**config.mk**
```make
export PLATFORM = sky130hd
export DESIGN_NAME = multi_pace_catcher
export DESIGN_NICKNAME = d
export VERILOG_FILES = /design/src/rtl/pace_pkg.sv /design/src/rtl/pace_channel.sv /design/src/rtl/multi_pace_catcher.sv
export SDC_FILE = /design/constraint.sdc
export NUM_CORES = 1
export LEC_CHECK = 0
export ABC_CLOCK_PERIOD_IN_PS = 2400
export BUFFER_PORTS_ARGS = -buffer_cell sky130_fd_sc_hd__buf_4
export CORE_ASPECT_RATIO = 1.2
export CORE_UTILIZATION = 55
export CTS_CLUSTER_SIZE = 16
export DETAILED_ROUTE_END_ITERATION = 8
export MAX_ROUTING_LAYER = met4
export PLACE_DENSITY_LB_ADDON = 0.15
export SETUP_SLACK_MARGIN = 0.15
export SLEW_MARGIN = 20
export SYNTH_ARGS = -nofsm -noshare
export SYNTH_HDL_FRONTEND = slang
export SYNTH_SLANG_ARGS = --single-unit
```
**constraint.sdc**
```tcl
create_clock -name clk -period 2.4 [get_ports clk]
set_input_delay 0.12 -clock clk [delete_from_list [all_inputs] [get_ports clk]]
set_output_delay 0.12 -clock clk [all_outputs]
set_load 0.01 [all_outputs]
```
**src/rtl/pace_pkg.sv**
```systemverilog
// ============================================================================
// Module   : pace_pkg
// Purpose  : Shared channel-state encoding and default sizing for the pace catcher.
// Revision : 1.0 - initial release
// ============================================================================
`default_nettype none

package pace_pkg;

  typedef enum logic [1:0] {
    ST_IDLE  = 2'd0,
    ST_OUT   = 2'd1,
    ST_BLANK = 2'd2
  } ch_state_t;

  localparam int unsigned C_DEF_N_CH        = 2;
  localparam int unsigned C_DEF_CNT_W       = 16;
  localparam int unsigned C_DEF_BLANK_TICKS = 15;

endpackage

`default_nettype wire

```
**src/rtl/pace_channel.sv**
```systemverilog
// ============================================================================
// Module   : pace_channel
// Purpose  : One pace input: 2-flop synchroniser, edge detect, tick-counted
//            stretcher FSM. Blanking exists only with PACE_CATCHER_BLANK_EN.
// Revision : 1.0 - initial release
// ============================================================================
`default_nettype none

module pace_channel
  import pace_pkg::*;
#(
  parameter int unsigned CNT_W       = C_DEF_CNT_W,
  parameter int unsigned RETRIG      = 0,
  parameter int unsigned BLANK_TICKS = C_DEF_BLANK_TICKS
) (
  input  logic             clk,
  input  logic             rst_n,
  input  logic             tick_i,
  input  logic             en_i,
  input  logic [CNT_W-1:0] width_i,
  input  logic             signal_i,
  output logic             pulse_o,
  output logic             miss_o
);

  logic             r_s1, r_s2, r_s3;
  logic             w_rise;
  ch_state_t        r_state, w_state_nxt;
  logic [CNT_W-1:0] r_cnt, w_cnt_nxt;
  logic             r_miss, w_miss_nxt;
  logic [CNT_W-1:0] w_last;

  // Synchroniser runs regardless of enable so a level already high is not seen as an edge.
  always_ff @(posedge clk or negedge rst_n) begin
    if (!rst_n) begin
      r_s1 <= 1'b0;
      r_s2 <= 1'b0;
      r_s3 <= 1'b0;
    end else begin
      r_s1 <= signal_i;
      r_s2 <= r_s1;
      r_s3 <= r_s2;
    end
  end

  assign w_rise = r_s2 & ~r_s3;
  assign w_last = (width_i == '0) ? '0 : width_i - CNT_W'(1);

`ifdef PACE_CATCHER_BLANK_EN
  localparam logic [CNT_W-1:0] c_blank_last =
    CNT_W'((BLANK_TICKS > 0) ? BLANK_TICKS - 1 : 0);
`else
  logic w_unused_blank;
  assign w_unused_blank = (BLANK_TICKS != 0);
`endif

  always_comb begin
    w_state_nxt = r_state;
    w_cnt_nxt   = r_cnt;
    w_miss_nxt  = 1'b0;
    if (!en_i) begin
      w_state_nxt = ST_IDLE;
      w_cnt_nxt   = '0;
    end else begin
      case (r_state)
        ST_IDLE: begin
          if (w_rise) begin
            w_state_nxt = ST_OUT;
            w_cnt_nxt   = '0;
          end
        end
        ST_OUT: begin
          if (w_rise && (RETRIG != 0)) begin
            w_cnt_nxt = '0;
          end else begin
            w_miss_nxt = w_rise;
            if (tick_i) begin
              if (r_cnt >= w_last) begin
                w_cnt_nxt = '0;
`ifdef PACE_CATCHER_BLANK_EN
                w_state_nxt = (BLANK_TICKS == 0) ? ST_IDLE : ST_BLANK;
`else
                w_state_nxt = ST_IDLE;
`endif
              end else begin
                w_cnt_nxt = r_cnt + CNT_W'(1);
              end
            end
          end
        end
`ifdef PACE_CATCHER_BLANK_EN
        ST_BLANK: begin
          w_miss_nxt = w_rise;
          if (tick_i) begin
            if (r_cnt >= c_blank_last) begin
              w_state_nxt = ST_IDLE;
              w_cnt_nxt   = '0;
            end else begin
              w_cnt_nxt = r_cnt + CNT_W'(1);
            end
          end
        end
`endif
        default: begin
          w_state_nxt = ST_IDLE;
          w_cnt_nxt   = '0;
        end
      endcase
    end
  end

  always_ff @(posedge clk or negedge rst_n) begin
    if (!rst_n) begin
      r_state <= ST_IDLE;
      r_cnt   <= '0;
      r_miss  <= 1'b0;
    end else begin
      r_state <= w_state_nxt;
      r_cnt   <= w_cnt_nxt;
      r_miss  <= w_miss_nxt;
    end
  end

  assign pulse_o = (r_state == ST_OUT);
  assign miss_o  = r_miss;

endmodule

`default_nettype wire

```
**src/rtl/multi_pace_catcher.sv**
```systemverilog
// ============================================================================
// Module   : multi_pace_catcher
// Purpose  : N_CH independent pace catchers sharing clk, tick and width.
//            Optional blanking state enabled by PACE_CATCHER_BLANK_EN.
// Revision : 1.0 - initial release
// ============================================================================
`default_nettype none

module multi_pace_catcher
  import pace_pkg::*;
#(
  parameter int unsigned N_CH        = C_DEF_N_CH,
  parameter int unsigned CNT_W       = C_DEF_CNT_W,
  parameter int unsigned RETRIG      = 0,
  parameter int unsigned BLANK_TICKS = C_DEF_BLANK_TICKS
) (
  input  logic             clk,
  input  logic             rst_n,
  input  logic             tick_i,
  input  logic [N_CH-1:0]  en_i,
  input  logic [CNT_W-1:0] width_i,
  input  logic [N_CH-1:0]  signal_i,
  output logic [N_CH-1:0]  pulse_o,
  output logic [N_CH-1:0]  miss_o
);

  for (genvar g = 0; g < N_CH; g++) begin : g_ch
    pace_channel #(
      .CNT_W       (CNT_W),
      .RETRIG      (RETRIG),
      .BLANK_TICKS (BLANK_TICKS)
    ) u_ch (
      .clk      (clk),
      .rst_n    (rst_n),
      .tick_i   (tick_i),
      .en_i     (en_i[g]),
      .width_i  (width_i),
      .signal_i (signal_i[g]),
      .pulse_o  (pulse_o[g]),
      .miss_o   (miss_o[g])
    );
  end

endmodule

`default_nettype wire

```
======== Word-level counts from Yosys, hierarchy flattened ========
Index checks and enable logic that the tools add are counted.
W data, S select, Z words.
storage, ports and cells
  register bits after elaboration ......... 44
  latch bits .............................. 0
  memory bits (writable) .................. 0
  bits in read-only memories .............. 0
  input bits .............................. 23
  output and inout port bits .............. 4
  word-level logic and storage cells ...... 61
  memories kept ........................... 0
cells by class
  $add $sub $neg .......................... 3
  multipliers ............................. 0
  div/mod/pow operators ................... 0
  magnitude comparators ................... 2
  equality and inequality tests ........... 8
  shift operators ......................... 0
  mux-type cells .......................... 25
  bitwise logic cells ..................... 4
  reduce and logical (&&, ||, !) cells .... 7
operators by type and width
  operator                 number
  $mux W16                 9
  $pmux W16 S2             2
  $add A16 B1 Y16 const B  2
  $ge A16 B16 Y1           2
  $logic_not A16 Y1        1
  $mux W2                  8
  $sub A16 B1 Y16 const B  1
  $ne A3 B3 Y1 const B     4
  $pmux W2 S2              2
  $ne A3 B2 Y1 const B     2
  $reduce_and A3 Y1        2
  $eq A2 B1 Y1 const B     2
  $logic_not A2 Y1         2
  $mux W1                  4
  $reduce_and A2 Y1        2
  $and A1 B1 Y1            2
  $not A1 Y1               2

======== Logic depth before layout (Yosys ltp) ========
  depth after elaboration ................. 7
  depth in mapped cells ................... 15
  mapped depth without buffers ............ 13

======== Cells and area by module ========
Synthesis repeated with hierarchy kept, for this count alone.
second synthesis, totals
  cell total of the unflattened synthesis .. 391
  area total of the unflattened synthesis .. 3414.5 um^2
modules (own cells, without submodules)
  module                        times used  cells each  area each (um^2)  seq. area each (um^2)
  pace_channel at g_ch[0].u_ch  1           198         1749.2            525.5
  pace_channel at g_ch[1].u_ch  1           193         1665.3            525.5

======== Least setup slack after synthesis ========
No wires, ideal clock.
  kind .................................... input-to-reg
  start ................................... input port width_i[13]
  end ..................................... register g_ch[0].u_ch.r_cnt[10]
  library setup time ...................... 0.071 ns
  arrival ................................. 2.727 ns
  data required time ...................... 2.329 ns
  path slack .............................. -0.398 ns
  cell stages on the path ................. 13
  buffers on the path ..................... 3
  cell sequence ........................... or4_4 > or3_1 > buf_6 > buf_6 > nand2_1 > ha_1 > a21o_1 > a211oi_2 > o211ai_1 > a221oi_2 > nor2_2 > buf_2 > nor2_1
between the ends
  word-level cells in the longest chain between the ends .. 7
  elaborated cells on any way between the ends .. 8
  classes of those cells .................. 1 x add/sub; 1 x order compare; 5 x mux; 1 x reduce/logical
RTL lines
  element                                               RTL line                  source
  start, declared                                       multi_pace_catcher.sv:21  input logic [CNT_W-1:0] width_i,
  $sub A16 B1 Y16 or $logic_not A16 Y1 (tied branches)  pace_channel.sv:47        assign w_last = (width_i == '0) ? '0 : width_i - CNT_W'(1);
  $mux W16 *                                            pace_channel.sv:47
  $ge A16 B16 Y1 *                                      pace_channel.sv:78        if (r_cnt >= w_last) begin
  $mux W16 *                                            pace_channel.sv:78
  $mux W16 *                                            pace_channel.sv:77        if (tick_i) begin
  $pmux W16 S2 *                                        pace_channel.sv:65        case (r_state)
  $mux W16 *                                            pace_channel.sv:61        if (!en_i) begin
  end signal, assigned                                  pace_channel.sv:119       r_cnt <= w_cnt_nxt;
  end, declared                                         pace_channel.sv:29        logic [CNT_W-1:0] r_cnt, w_cnt_nxt;
Every way passes the cells marked *; elsewhere a longest branch is shown, timed or not. The select of a mux whose other input is x is not followed.
A chain may end at the register's enable or synchronous reset.

======== Final worst setup path ========
  start ................................... input port width_i[11]
  end ..................................... register g_ch[0].u_ch.r_state[0]
between the ends
  word-level cells in the longest chain between the ends .. 5
  elaborated cells on any way between the ends .. 6
  classes of those cells .................. 1 x add/sub; 1 x order compare; 1 x eq/ne; 1 x mux; 2 x reduce/logical
RTL lines
  element                                               RTL line             source
  $sub A16 B1 Y16 or $logic_not A16 Y1 (tied branches)  pace_channel.sv:47
  $mux W16 *                                            pace_channel.sv:47
  $ge A16 B16 Y1 *                                      pace_channel.sv:78
  $ne A3 B3 Y1 (no source line) *                       n/a
  $reduce_and A3 Y1 (no source line) *                  n/a
  end signal, assigned                                  pace_channel.sv:118  r_state <= w_state_nxt;
  end, declared                                         pace_channel.sv:28   ch_state_t r_state, w_state_nxt;
Every way passes the cells marked *; elsewhere a longest branch is shown, timed or not.

==> flow_metrics.py <==
metrics = {
    "logic_synthesis": {
        "postSynthRegisterBits": 42,
        "yosysSeqAreaShare": 0.354,
        "yosys-top-cells-area": "dfrtp_1 35%, ha_1 15%, xor2_1 8.3%",
        "ys.flop_type": "dfrtp_1",
        "syn-instance-count": 322,
        "synth.area.mux_share": 0.00337,
        "synth_compound_area_frac": 0.0995,
        "ys_warn_count": 0,
        "ys_types": 47,
        "synthAdderAreaFrac": 0.152,
        "synth.avg_cell_area_um2": 9.21,
        "synth_area_um2": 2970,
        "synthSimpleGateAreaFrac": 0.238,
        "async_flop_share": 1.00,
        "yosys.area.top_type": "dfrtp_1",
        "synth_xor_area_frac": 0.112,
        "synth_top_family_by_area": "simple AND/OR/NAND/NOR gates",
        "synth_edf_count": 0,
        "synth_fp_nets": 381,
        "yosys.area.top_type_share": 0.354,
    },
    "sta": {
        "fin_ws_ps": -254,
        "fin_crit_ps": 2650,
        "clock_skew_ps": 4.63,
        "fin_crit_sh": 1.11,
        "max_slew_margin": 0.570,
        "rsz0062_at_grt": "true",
        "max_freq_ghz": 0.377,
        "setup_viol": 34,
        "tightestPinTransition_ps": 641,
        "drv_slew": 0,
        "hold_viol": 0,
    },
    "worst_setup_path": {
        "crit_fanout": 6,
        "endpoint_kind": "flop",
        "cp_data_required_time_ps": 2620,
        "start_kind": "primary input",
        "crit_path_frequent_cell": "buf_4",
        "cp_num_buf_inv": 4,
        "slowest_stage": "or4_4",
        "path_depth": 14,
        "max_stage_delay_ps": 510,
        "crit_family": "simple AND/OR/NAND/NOR gates",
        "worstPathCellList": "buf_4 -> or4_4 -> or3_4 -> buf_6 -> nand2_4 -> ha_4 -> a21o_1 -> a211oi_2 -> o211ai_1 -> a221oi_2 -> buf_4 -> buf_12 -> o21ai_4 -> o21ai_1",
        "cp.arrival_ps": 2880,
        "critPathKind": "in2reg",
        "reg2reg_depth": 8,
    },
    "outcome": {
        "outcome": "finished, violations left",
        "violations": "negative setup slack",
    },
    "route": {
        "vias_per_cell": 5.88,
        "firstDrtPassIters": 4,
        "drt-total-wl_um": 7840,
        "drt_drc_violations_left": 0,
        "antenna_left": 0,
        "vias": 2669,
        "drtIter0Drc": 86,
        "wl_per_cell_um": 17.3,
    },
    "hold_path": {
        "hold_class": "in2reg",
        "hold_depth": 3,
    },
    "clock_network": {
        "cts_max_path_buffers": 2,
        "cts_buffers": 5,
        "clock-sinks": 42,
        "htree_levels": 2,
        "cts_tree": "yes",
        "insertion_delay_ps": 300,
        "path_clk_slew_ps": 80,
        "cts-root-buf": "clkbuf_8",
    },
    "global_routing": {
        "grtUsageTotal": 0.267,
        "antenna_found_initial": 0,
        "grt_max_degree": 43,
        "grt_pass1_vias": 2613,
        "grt_pass1_wl_um": 11500,
        "grt_overflow_total": 0,
    },
    "placed_design": {
        "portBuffers": 26,
        "place_area_um2": 3500,
        "dpl.hpwl_um": 5340,
        "gp_congestion": 0.884,
    },
    "power": {
        "cellLeakagePower_uw": 0.00195,
        "peakVddDrop_uv": 486,
        "p_total_uw": 2270,
        "powerDensity_nw_per_um2": 558,
    },
    "floorplan": {
        "start_util": 0.588,
        "core_area_um2": 5040,
        "die_h_um": 82.5,
        "rows": 28,
        "die_w_um": 69.0,
        "dieArea_um2": 5690,
        "pin_count": 27,
    },
    "finish": {
        "nFillCells": 308,
        "num_antenna_cells": 0,
        "multi_input_area_um2": 2180,
        "synthToLayoutAreaGrowth_pct": 37.5,
        "final-seq-area_um2": 1050,
        "drive_above_1_share": 0.353,
        "final_nets": 452,
        "final_area_um2": 4080,
    },
    "run": {
        "cap_violations": 0,
    },
}
-- per-layer routing --
| layer | vias to the layer above | part of all wire | track usage |
|---|---|---|---|
| met5 | - | 0 | - |
| met4 | 0 | 0.030 | 0.143 |
| met3 | 24 | 0.037 | 0.0522 |
| met2 | 65 | 0.53 | 0.493 |
| met1 | 1304 | 0.41 | 0.271 |
| li1 | 1276 | - | - |
-- stage by stage --
step / setup TNS, ps / setup WS [ps] / utilization / hold WS, ps / cells
global placement: -19080 / -651 / 0.695 / 128 / 434
CTS: -5850 / -220 / 0.772 / 65.4 / 453
floorplan: -10430 / -360 / - / -176 / 322
global route: -9720 / -332 / 0.809 / 86.5 / 454
detailed placement: -21770 / -749 / 0.695 / 136 / 434
finish: -6910 / -254 / 0.809 / 78.4 / 454
-- layout by cell type (no fill, tap or decap), types with 4 or more instances in the layout --
cell type and count:
a21oi_2 4, nor2_2 9, buf_6 8, inv_1 11
and3_1 10, buf_4 60, ha_1 28, o211ai_1 5
nand2_2 4, nor3_2 4, nor2_1 29, nand2_4 5
o21ai_0 4, nor2_4 4, ha_4 8, clkbuf_8 5
dfrtp_1 42, nand2_1 27, a21o_1 5, xnor2_1 10
nand3_1 14, xor2_1 26, nor3_1 5, nand4_1 9
-- worst reg2reg max path, delay by kind of cell, from the launching register on --
family	cells	cell delay, ps
buffers and inverters	1	160
DFF	1	450
adders and majority gates	1	360
AOI/OAI and AO/OA	6	1020
-- report_power, final --
part	switching, uW	leakage [uW]	internal (uW)
Sequential	82.7	0.000566	767
Clock	244	0.0000514	310
Combinational	467	0.00133	405
Total	793	0.00195	1480
-- repair_timing --
action	in CTS	in global routing
gates cloned	1	0
setup buffers	7	1
gates resized for setup	42	35
hold buffers	3	0
pin swaps	31	25
endpoints found under the setup margin	34	34
endpoints found under the hold margin	44	0
-- synth_stat cells (4+ instances only) --
library cell   n
dfrtp_1       42
o21ai_0       10
buf_4          5
nand4_1        9
xnor2_1       10
nor2_1        39
and4_1         4
and3_1        10
a21o_1         5
nand3_1       17
ha_1          36
o211ai_1       5
inv_1         11
nor3_1         9
xor2_1        28
a21oi_1        7
nand2_1       36
-- cell type report --
| type | instances | share of cell area |
|---|---|---|
| multi-input cells | 259 | 0.535 |
| flip-flops and latches | 42 | 0.258 |
| inverters | 11 | 0.0101 |
| clock buffers | 6 | 0.0178 |
| clock inverters | 2 | 0.00920 |
| repair buffers | 74 | 0.152 |
| well taps | 60 | 0.0184 |
-- worst paths after layout --
kind	start	endpoint	slack, ps
max	width_i[11]	g_ch[0].u_ch.r_state[0]	-250
min	en_i[1]	g_ch[1].u_ch.miss_o	80
max reg2reg	g_ch[1].u_ch.r_cnt[7]	g_ch[1].u_ch.r_cnt[2]	340
min reg2reg	g_ch[0].u_ch.r_s1	g_ch[0].u_ch.r_s2	350
max in group asynchronous	rst_n	g_ch[1].u_ch.r_cnt[2]	1680
min in group asynchronous	rst_n	g_ch[0].u_ch.r_cnt[7]	350
-- cells by family after synthesis --
logic type      after synthesis
buf+inv                      22
flops                        42
mux                           1
simple gates                143
xor+xnor                     38
compound gates               40
fa+ha+maj                    36
-- sequential cells by signal (all words and copies together) (netlist names) --
| register | count |
|---|---|
| g_ch.u_ch.r_s1 | 2 |
| g_ch.u_ch.r_cnt | 32 |
| g_ch.u_ch.r_state | 2 |
| g_ch.u_ch.r_s2 | 2 |
| g_ch.u_ch.miss_o | 2 |
| g_ch.u_ch.r_s3 | 2 |
No activity file was read; power rests on OpenSTA's default activity.
